`config.mk`:
```
export PLATFORM = sky130hd
export DESIGN_NAME = mul_accumulator_flat
export DESIGN_NICKNAME = d
export VERILOG_FILES = /design/src/rtl/mul_accumulator_if.sv /design/src/rtl/mul_accumulator.sv /design/src/flat_wrapper.sv
export SDC_FILE = /design/constraint.sdc
export NUM_CORES = 1
export LEC_CHECK = 0
export ABC_AREA = 1
export BUFFER_PORTS_ARGS = -buffer_cell sky130_fd_sc_hd__buf_4
export CORE_ASPECT_RATIO = 0.6
export CORE_MARGIN = 2
export CORE_UTILIZATION = 50
export CTS_CLUSTER_DIAMETER = 80
export DETAILED_ROUTE_END_ITERATION = 10
export GPL_ROUTABILITY_DRIVEN = 0
export HOLD_SLACK_MARGIN = 0.02
export PLACE_DENSITY = 0.72
export REMOVE_ABC_BUFFERS = 1
export SLEW_MARGIN = 20
export SYNTH_ARGS = -nofsm -noshare
export SYNTH_HDL_FRONTEND = slang
export SYNTH_SLANG_ARGS = --single-unit
export TNS_END_PERCENT = 10
```
`constraint.sdc`:
```
create_clock -name clk -period 2.9 [get_ports clk]
set_clock_uncertainty 0.15 [all_clocks]
set_input_delay 0.435 -clock clk [delete_from_list [all_inputs] [get_ports clk]]
set_output_delay 0.435 -clock clk [all_outputs]
set_load 0.01 [all_outputs]
```
`src/rtl/mul_accumulator_if.sv`:
```
// Product-stream and result handshake bundle between the multiplier side and the accumulator.
// master = producer/consumer environment, slave = accumulator.
interface mul_accumulator_if #(
    parameter int PROD_W = 64,
    parameter int ACC_W  = 72,
    parameter int CNT_W  = 8
);
    logic              in_valid;
    logic              in_ready;
    logic [PROD_W-1:0] in_prod;
    logic              in_last;
    logic              out_valid;
    logic              out_ready;
    logic [ACC_W-1:0]  out_acc;
    logic [CNT_W-1:0]  out_count;
    logic              out_ovf;

    modport master (
        output in_valid, in_prod, in_last, out_ready,
        input  in_ready, out_valid, out_acc, out_count, out_ovf
    );

    modport slave (
        input  in_valid, in_prod, in_last, out_ready,
        output in_ready, out_valid, out_acc, out_count, out_ovf
    );
endinterface

```
`src/rtl/mul_accumulator.sv`:
```
// Accumulates a last-delimited burst of unsigned products into a guard-bit accumulator
// and holds the sum, beat count and sticky wrap flag until the consumer takes it.
module mul_accumulator #(
    parameter int PROD_W = 64,
    parameter int ACC_W  = 72,  // must be >= PROD_W
    parameter int CNT_W  = 8
) (
    input  logic clk,
    input  logic rst_n,
    input  logic clear,
    mul_accumulator_if.slave bus
);
    typedef enum logic [1:0] {IDLE, ACCUM, HOLD} state_t;

    state_t             state, state_nxt;
    logic [ACC_W-1:0]   acc, acc_nxt;
    logic [CNT_W-1:0]   count, count_nxt;
    logic               ovf, ovf_nxt;
    logic [ACC_W-1:0]   prod_ext;
    logic [ACC_W:0]     sum;
    logic               accept;

    assign prod_ext = ACC_W'(bus.in_prod);
    assign sum      = {1'b0, acc} + {1'b0, prod_ext};

    // No bypass: HOLD blocks input even on the cycle the result is taken.
    assign bus.in_ready  = rst_n & (state != HOLD);
    assign accept        = bus.in_valid & bus.in_ready;
    assign bus.out_valid = (state == HOLD);

    // Result fields read as zero outside HOLD.
    assign bus.out_acc   = bus.out_valid ? acc   : '0;
    assign bus.out_count = bus.out_valid ? count : '0;
    assign bus.out_ovf   = bus.out_valid ? ovf   : 1'b0;

    always_ff @(posedge clk) begin
        if (!rst_n || clear) begin
            state <= IDLE;
            acc   <= '0;
            count <= '0;
            ovf   <= 1'b0;
        end else begin
            state <= state_nxt;
            acc   <= acc_nxt;
            count <= count_nxt;
            ovf   <= ovf_nxt;
        end
    end

    always_comb begin
        state_nxt = state;
        acc_nxt   = acc;
        count_nxt = count;
        ovf_nxt   = ovf;
        case (state)
            IDLE: begin
                if (accept) begin
                    acc_nxt   = prod_ext;
                    count_nxt = CNT_W'(1);
                    ovf_nxt   = 1'b0;
                    state_nxt = bus.in_last ? HOLD : ACCUM;
                end
            end
            ACCUM: begin
                if (accept) begin
                    acc_nxt   = sum[ACC_W-1:0];
                    ovf_nxt   = ovf | sum[ACC_W];
                    // Saturate rather than wrap so long bursts still report a sane count.
                    count_nxt = (count == {CNT_W{1'b1}}) ? count : count + CNT_W'(1);
                    state_nxt = bus.in_last ? HOLD : ACCUM;
                end
            end
            HOLD: begin
                if (bus.out_ready) begin
                    acc_nxt   = '0;
                    count_nxt = '0;
                    ovf_nxt   = 1'b0;
                    state_nxt = IDLE;
                end
            end
            default: state_nxt = IDLE;
        endcase
    end
endmodule

```
`src/flat_wrapper.sv`:
```
// flat-port wrapper written by rule: the top's interface ports become plain ports
module mul_accumulator_flat 
#(
    parameter int PROD_W = 64,
    parameter int ACC_W  = 72,                      
    parameter int CNT_W  = 8
)
  (clk, rst_n, clear, bus_in_valid, bus_in_prod, bus_in_last, bus_out_ready, bus_in_ready, bus_out_valid, bus_out_acc, bus_out_count, bus_out_ovf);
  mul_accumulator_if #(.PROD_W(PROD_W), .ACC_W(ACC_W), .CNT_W(CNT_W)) bus_i ();
  input  logic clk;
  input  logic rst_n;
  input  logic clear;
  input wire logic [$bits(bus_i.in_valid)-1:0] bus_in_valid;
  input wire logic [$bits(bus_i.in_prod)-1:0] bus_in_prod;
  input wire logic [$bits(bus_i.in_last)-1:0] bus_in_last;
  input wire logic [$bits(bus_i.out_ready)-1:0] bus_out_ready;
  output wire logic [$bits(bus_i.in_ready)-1:0] bus_in_ready;
  output wire logic [$bits(bus_i.out_valid)-1:0] bus_out_valid;
  output wire logic [$bits(bus_i.out_acc)-1:0] bus_out_acc;
  output wire logic [$bits(bus_i.out_count)-1:0] bus_out_count;
  output wire logic [$bits(bus_i.out_ovf)-1:0] bus_out_ovf;
  assign bus_i.in_valid = bus_in_valid;
  assign bus_i.in_prod = bus_in_prod;
  assign bus_i.in_last = bus_in_last;
  assign bus_i.out_ready = bus_out_ready;
  assign bus_in_ready = bus_i.in_ready;
  assign bus_out_valid = bus_i.out_valid;
  assign bus_out_acc = bus_i.out_acc;
  assign bus_out_count = bus_i.out_count;
  assign bus_out_ovf = bus_i.out_ovf;
  mul_accumulator #(.PROD_W(PROD_W), .ACC_W(ACC_W), .CNT_W(CNT_W)) u_core (.clk(clk), .rst_n(rst_n), .clear(clear), .bus(bus_i));
endmodule
```
==> summary.md <==
| Metric | Value |
|---|---|
| Transition time at the pin with the least slew margin | 0.674 ns |
| Commonest non-fill, non-tap cells in the layout | sky130_fd_sc_hd__nand2_1, sky130_fd_sc_hd__inv_1, sky130_fd_sc_hd__a21oi_1, sky130_fd_sc_hd__buf_4, sky130_fd_sc_hd__nor2_1 |
| Largest net degree at the start of global routing | 79 |
| Yosys top cell by area | sky130_fd_sc_hd__nand2_1 |
| Share of the synthesized area in the top cell type | between 20% and 30% |
| Std cell rows | 40 |
| Largest fanout on the critical path | 5 |
| Critical path's slowest cell | sky130_fd_sc_hd__fa_1 |
| Number of buffers inserted during clock tree synthesis | 9 |
| Setup repair after global routing missed its margin | false |
| Layout Utilization | 60.3% |
| Worst-path clk slew | 0.07 ns |
| Maximum root-to-sink buffer count | 2 |
| Fin area | around 12000 um2 |
| Power density over the cells | 345 nW/um2 |
| Warnings, synthesis | 0 |
| Timing-limited maximum frequency | between 300 and 400 MHz |
| Root Buffer | sky130_fd_sc_hd__clkbuf_16 |
| Worst path arrival time | between 2 and 3 ns |
| Via total after detailed routing | ~13000 |
| Cell types occupying the most area after synthesis | sky130_fd_sc_hd__nand2_1, sky130_fd_sc_hd__dfxtp_1, sky130_fd_sc_hd__inv_1, sky130_fd_sc_hd__a21oi_1, sky130_fd_sc_hd__ha_1 |
| Count of final setup violators | 0 |
| Required time of the worst setup path | 3.04 ns |
| Number of max-cap violations | 0 |
| Final setup margin | around 0.22 ns |
| Overflow left after global routing | 0 |
| Total die area | 21200 um2 |
| Worst slew margin | 55.0% |
| H-tree depth | 3 |
| Detailed-router iteration count before antenna repair | 6 |
| Static leakage power | 6.71 nW |
| Most common library cell in the layout ignoring fill and taps | sky130_fd_sc_hd__nand2_1 |
| Cell with the most instances on the worst path | sky130_fd_sc_hd__nand2_1 |
| Antenna violation net count after detailed routing | 0 |
| Number of antenna violations at the first check in global routing | 1 |
| Core Region | 19800 um2 |
| Drt via density | 5.42 |
| Period Utilization, post-route | 92.3% |
| Die extent in y | 114 um |
| Number of register bits inferred by synthesis | 83 |
| Count of buffers inserted at the top-level ports | 152 |
| Post-synthesis average cell area | 5.30 um2 |
| Final max-slew violation count | 0 |
| Post-layout minimum cycle time | 2.68 ns |
| Relative area change from synthesis to final layout | 19.3% |
| Starting DRT DRC Count | approximately 1600 |
| Wire length of the first global-routing pass | 59000 um |
| Final routed wire length divided by cell count | 16.5 um |
| Commonest register cell after synthesis | sky130_fd_sc_hd__dfxtp_1 |
| Number of ports placed on the die boundary | 153 |
| Setup total negative slack | 0 ns |
| DP HPWL | around 30000 um |
| Clock tree from TritonCTS | done |
| Netlist cell types | 44 |
| Type of the worst setup path | register to register |
| Path type of the worst min-delay path | input port to register |
| Number of sinks on the clock net | 83 |
| Final-stage net count | 2190 |
| Combined global-route utilization of all metal layers | approximately 36% |
| Number of flops mapped to enable cells by yosys | 0 |
| Post-synthesis instance area | 10000 um2 |
| Number of failing hold endpoints at the final stage | 0 |
| Crit. End Element | register |
| Clock latency on the worst-skew pair | 0.37 ns |
| Vias in the first global route | around 11000 |
| Die outline width | roughly 190 um |
| Worst stage delay on the critical path | around 0.42 ns |
| Cell area reported after detailed placement | 11600 um2 |
| Peak VDD IR | 280 uV |
| Layout cells sized above 1 | a little under an eighth |
| Diode insertion count for antenna repair | 0 |
| Effective utilization at floorplan | 50.6% |
| Count of unresolved DRC violations after routing | 0 |
| Placement-stage worst setup slack | -0.00235 ns |
| Portion of the post-synthesis area used by sequential elements | 16.6% |
| Status | finished clean |
| Startpoint Class | register |
| Worst-path cell chain | ha_1, fa_1, nand3_1, nand3_2, nand2_1, nand2_1, nand2_1, nand2_1, nand3_1, nand2_1, nand2_2, nand2_1, nand2_1, nand3_1, a21oi_1 |
| DRT Wirelength | 38300 um |
| Cells after synthesis | 1892 |
| Proportion of synthesized flip-flops having asynchronous set or reset | 0% |
## report_power, final
group | internal, mW | switching, mW | total (mW)
Sequential | 1.20 | 0.0568 | 1.26
Clock | 0.746 | 0.565 | 1.31
Combinational | 0.500 | 1.05 | 1.55
## sequential cells by signal (all words and copies together) (netlist names)
name,flops
u_core.acc,72
u_core.state,2
u_core.ovf,1
u_core.count,8
## layer usage
layer | wire, um | vias to the layer above | global-route usage (%)
met2 | 13300 | 812 | 45.0
met4 | 404 | 0 | 6.03
met3 | 6530 | 37 | 14.1
li1 | - | 6236 | -
met1 | 18100 | 5526 | 55.0
met5 | 0 | - | 0
## critical path, delay by kind of cell (launching register included)
kind / cells / cell delay, ns
and+or+nand+nor: 12 / 1.35
DFF: 1 / 0.33
adders and majority gates: 2 / 0.64
AOI/OAI and AO/OA: 1 / 0.13
## final timing paths
path,from,endpoint,slack (ns),depth (start not counted)
max,u_core.acc[0]$_SDFFE_PP0P_,u_core.acc[60]$_SDFFE_PP0P_,0.22,15
min reg2reg,u_core.count[7]$_SDFFE_PP0P_,u_core.count[7]$_SDFFE_PP0P_,0.34,2
max reg2reg,u_core.acc[0]$_SDFFE_PP0P_,u_core.acc[60]$_SDFFE_PP0P_,0.22,15
min,bus_in_prod[4],u_core.acc[4]$_SDFFE_PP0P_,0.21,3
## cell usage after synthesis, types with 2 or more instances
master                     instances
sky130_fd_sc_hd__a211oi_1          2
sky130_fd_sc_hd__nand3b_1         12
sky130_fd_sc_hd__nand3_1         102
sky130_fd_sc_hd__nor4_1            2
sky130_fd_sc_hd__xor2_1            5
sky130_fd_sc_hd__or2_2            13
sky130_fd_sc_hd__nor3_1           26
sky130_fd_sc_hd__nand4_1           9
sky130_fd_sc_hd__buf_2            15
sky130_fd_sc_hd__ha_1             69
sky130_fd_sc_hd__nand2_1         630
sky130_fd_sc_hd__a31oi_1           4
sky130_fd_sc_hd__o21ai_1           2
sky130_fd_sc_hd__inv_1           365
sky130_fd_sc_hd__nor3b_1           2
sky130_fd_sc_hd__a21oi_1         229
sky130_fd_sc_hd__buf_1             3
sky130_fd_sc_hd__o21ai_0         102
sky130_fd_sc_hd__nor3_2            2
sky130_fd_sc_hd__dfxtp_1          83
sky130_fd_sc_hd__buf_4             3
sky130_fd_sc_hd__o21bai_1         13
sky130_fd_sc_hd__clkbuf_1         24
sky130_fd_sc_hd__xnor2_1           2
sky130_fd_sc_hd__nor2_1          150
sky130_fd_sc_hd__inv_2             3
sky130_fd_sc_hd__or2_1             2
sky130_fd_sc_hd__nor3b_2           2
## timing repair
action / in CTS / in global routing
gates resized for setup: 0 / 5
setup endpoints to repair: 0 / 5
hold buffers: 0 / 0
setup buffers: 0 / 0
## metrics by stage
step | cells | power (mW) | hold slack, ns
after floorplan | 1846 | 2.19 | 0.287
after global placement | 2312 | 2.74 | 0.327
after detailed placement | 2312 | 2.76 | 0.327
after CTS | 2328 | 4.05 | 0.209
after global routing | 2328 | 4.32 | 0.227
final | 2328 | 4.12 | 0.207
## layout make-up
class                           instances  area, um2
Multi-Input combinational cell       1394       6790
Clock buffer                           12        267
Inverter                              369       1390
Clock inverter                          4       56.3
Tap cell                              273        342
Fill cell                            2054       7870
Sequential cell                        83       1660
Timing Repair Buffer                  193       1450
## cell families (layout without fill, tap and decap cells)
kind of cell,after synthesis,in the layout,share of synthesized area [%]
AND/OR/NAND/NOR,958,958,39.4
buffers and inverters,415,578,15.9
AO/OA/AOI/OAI,359,359,18.7
flip-flops,83,83,16.6
adder cells (fa/ha/maj),70,70,8.81
XOR/XNOR,7,7,0.612
Note: power is estimated with default switching activity, not from simulation.
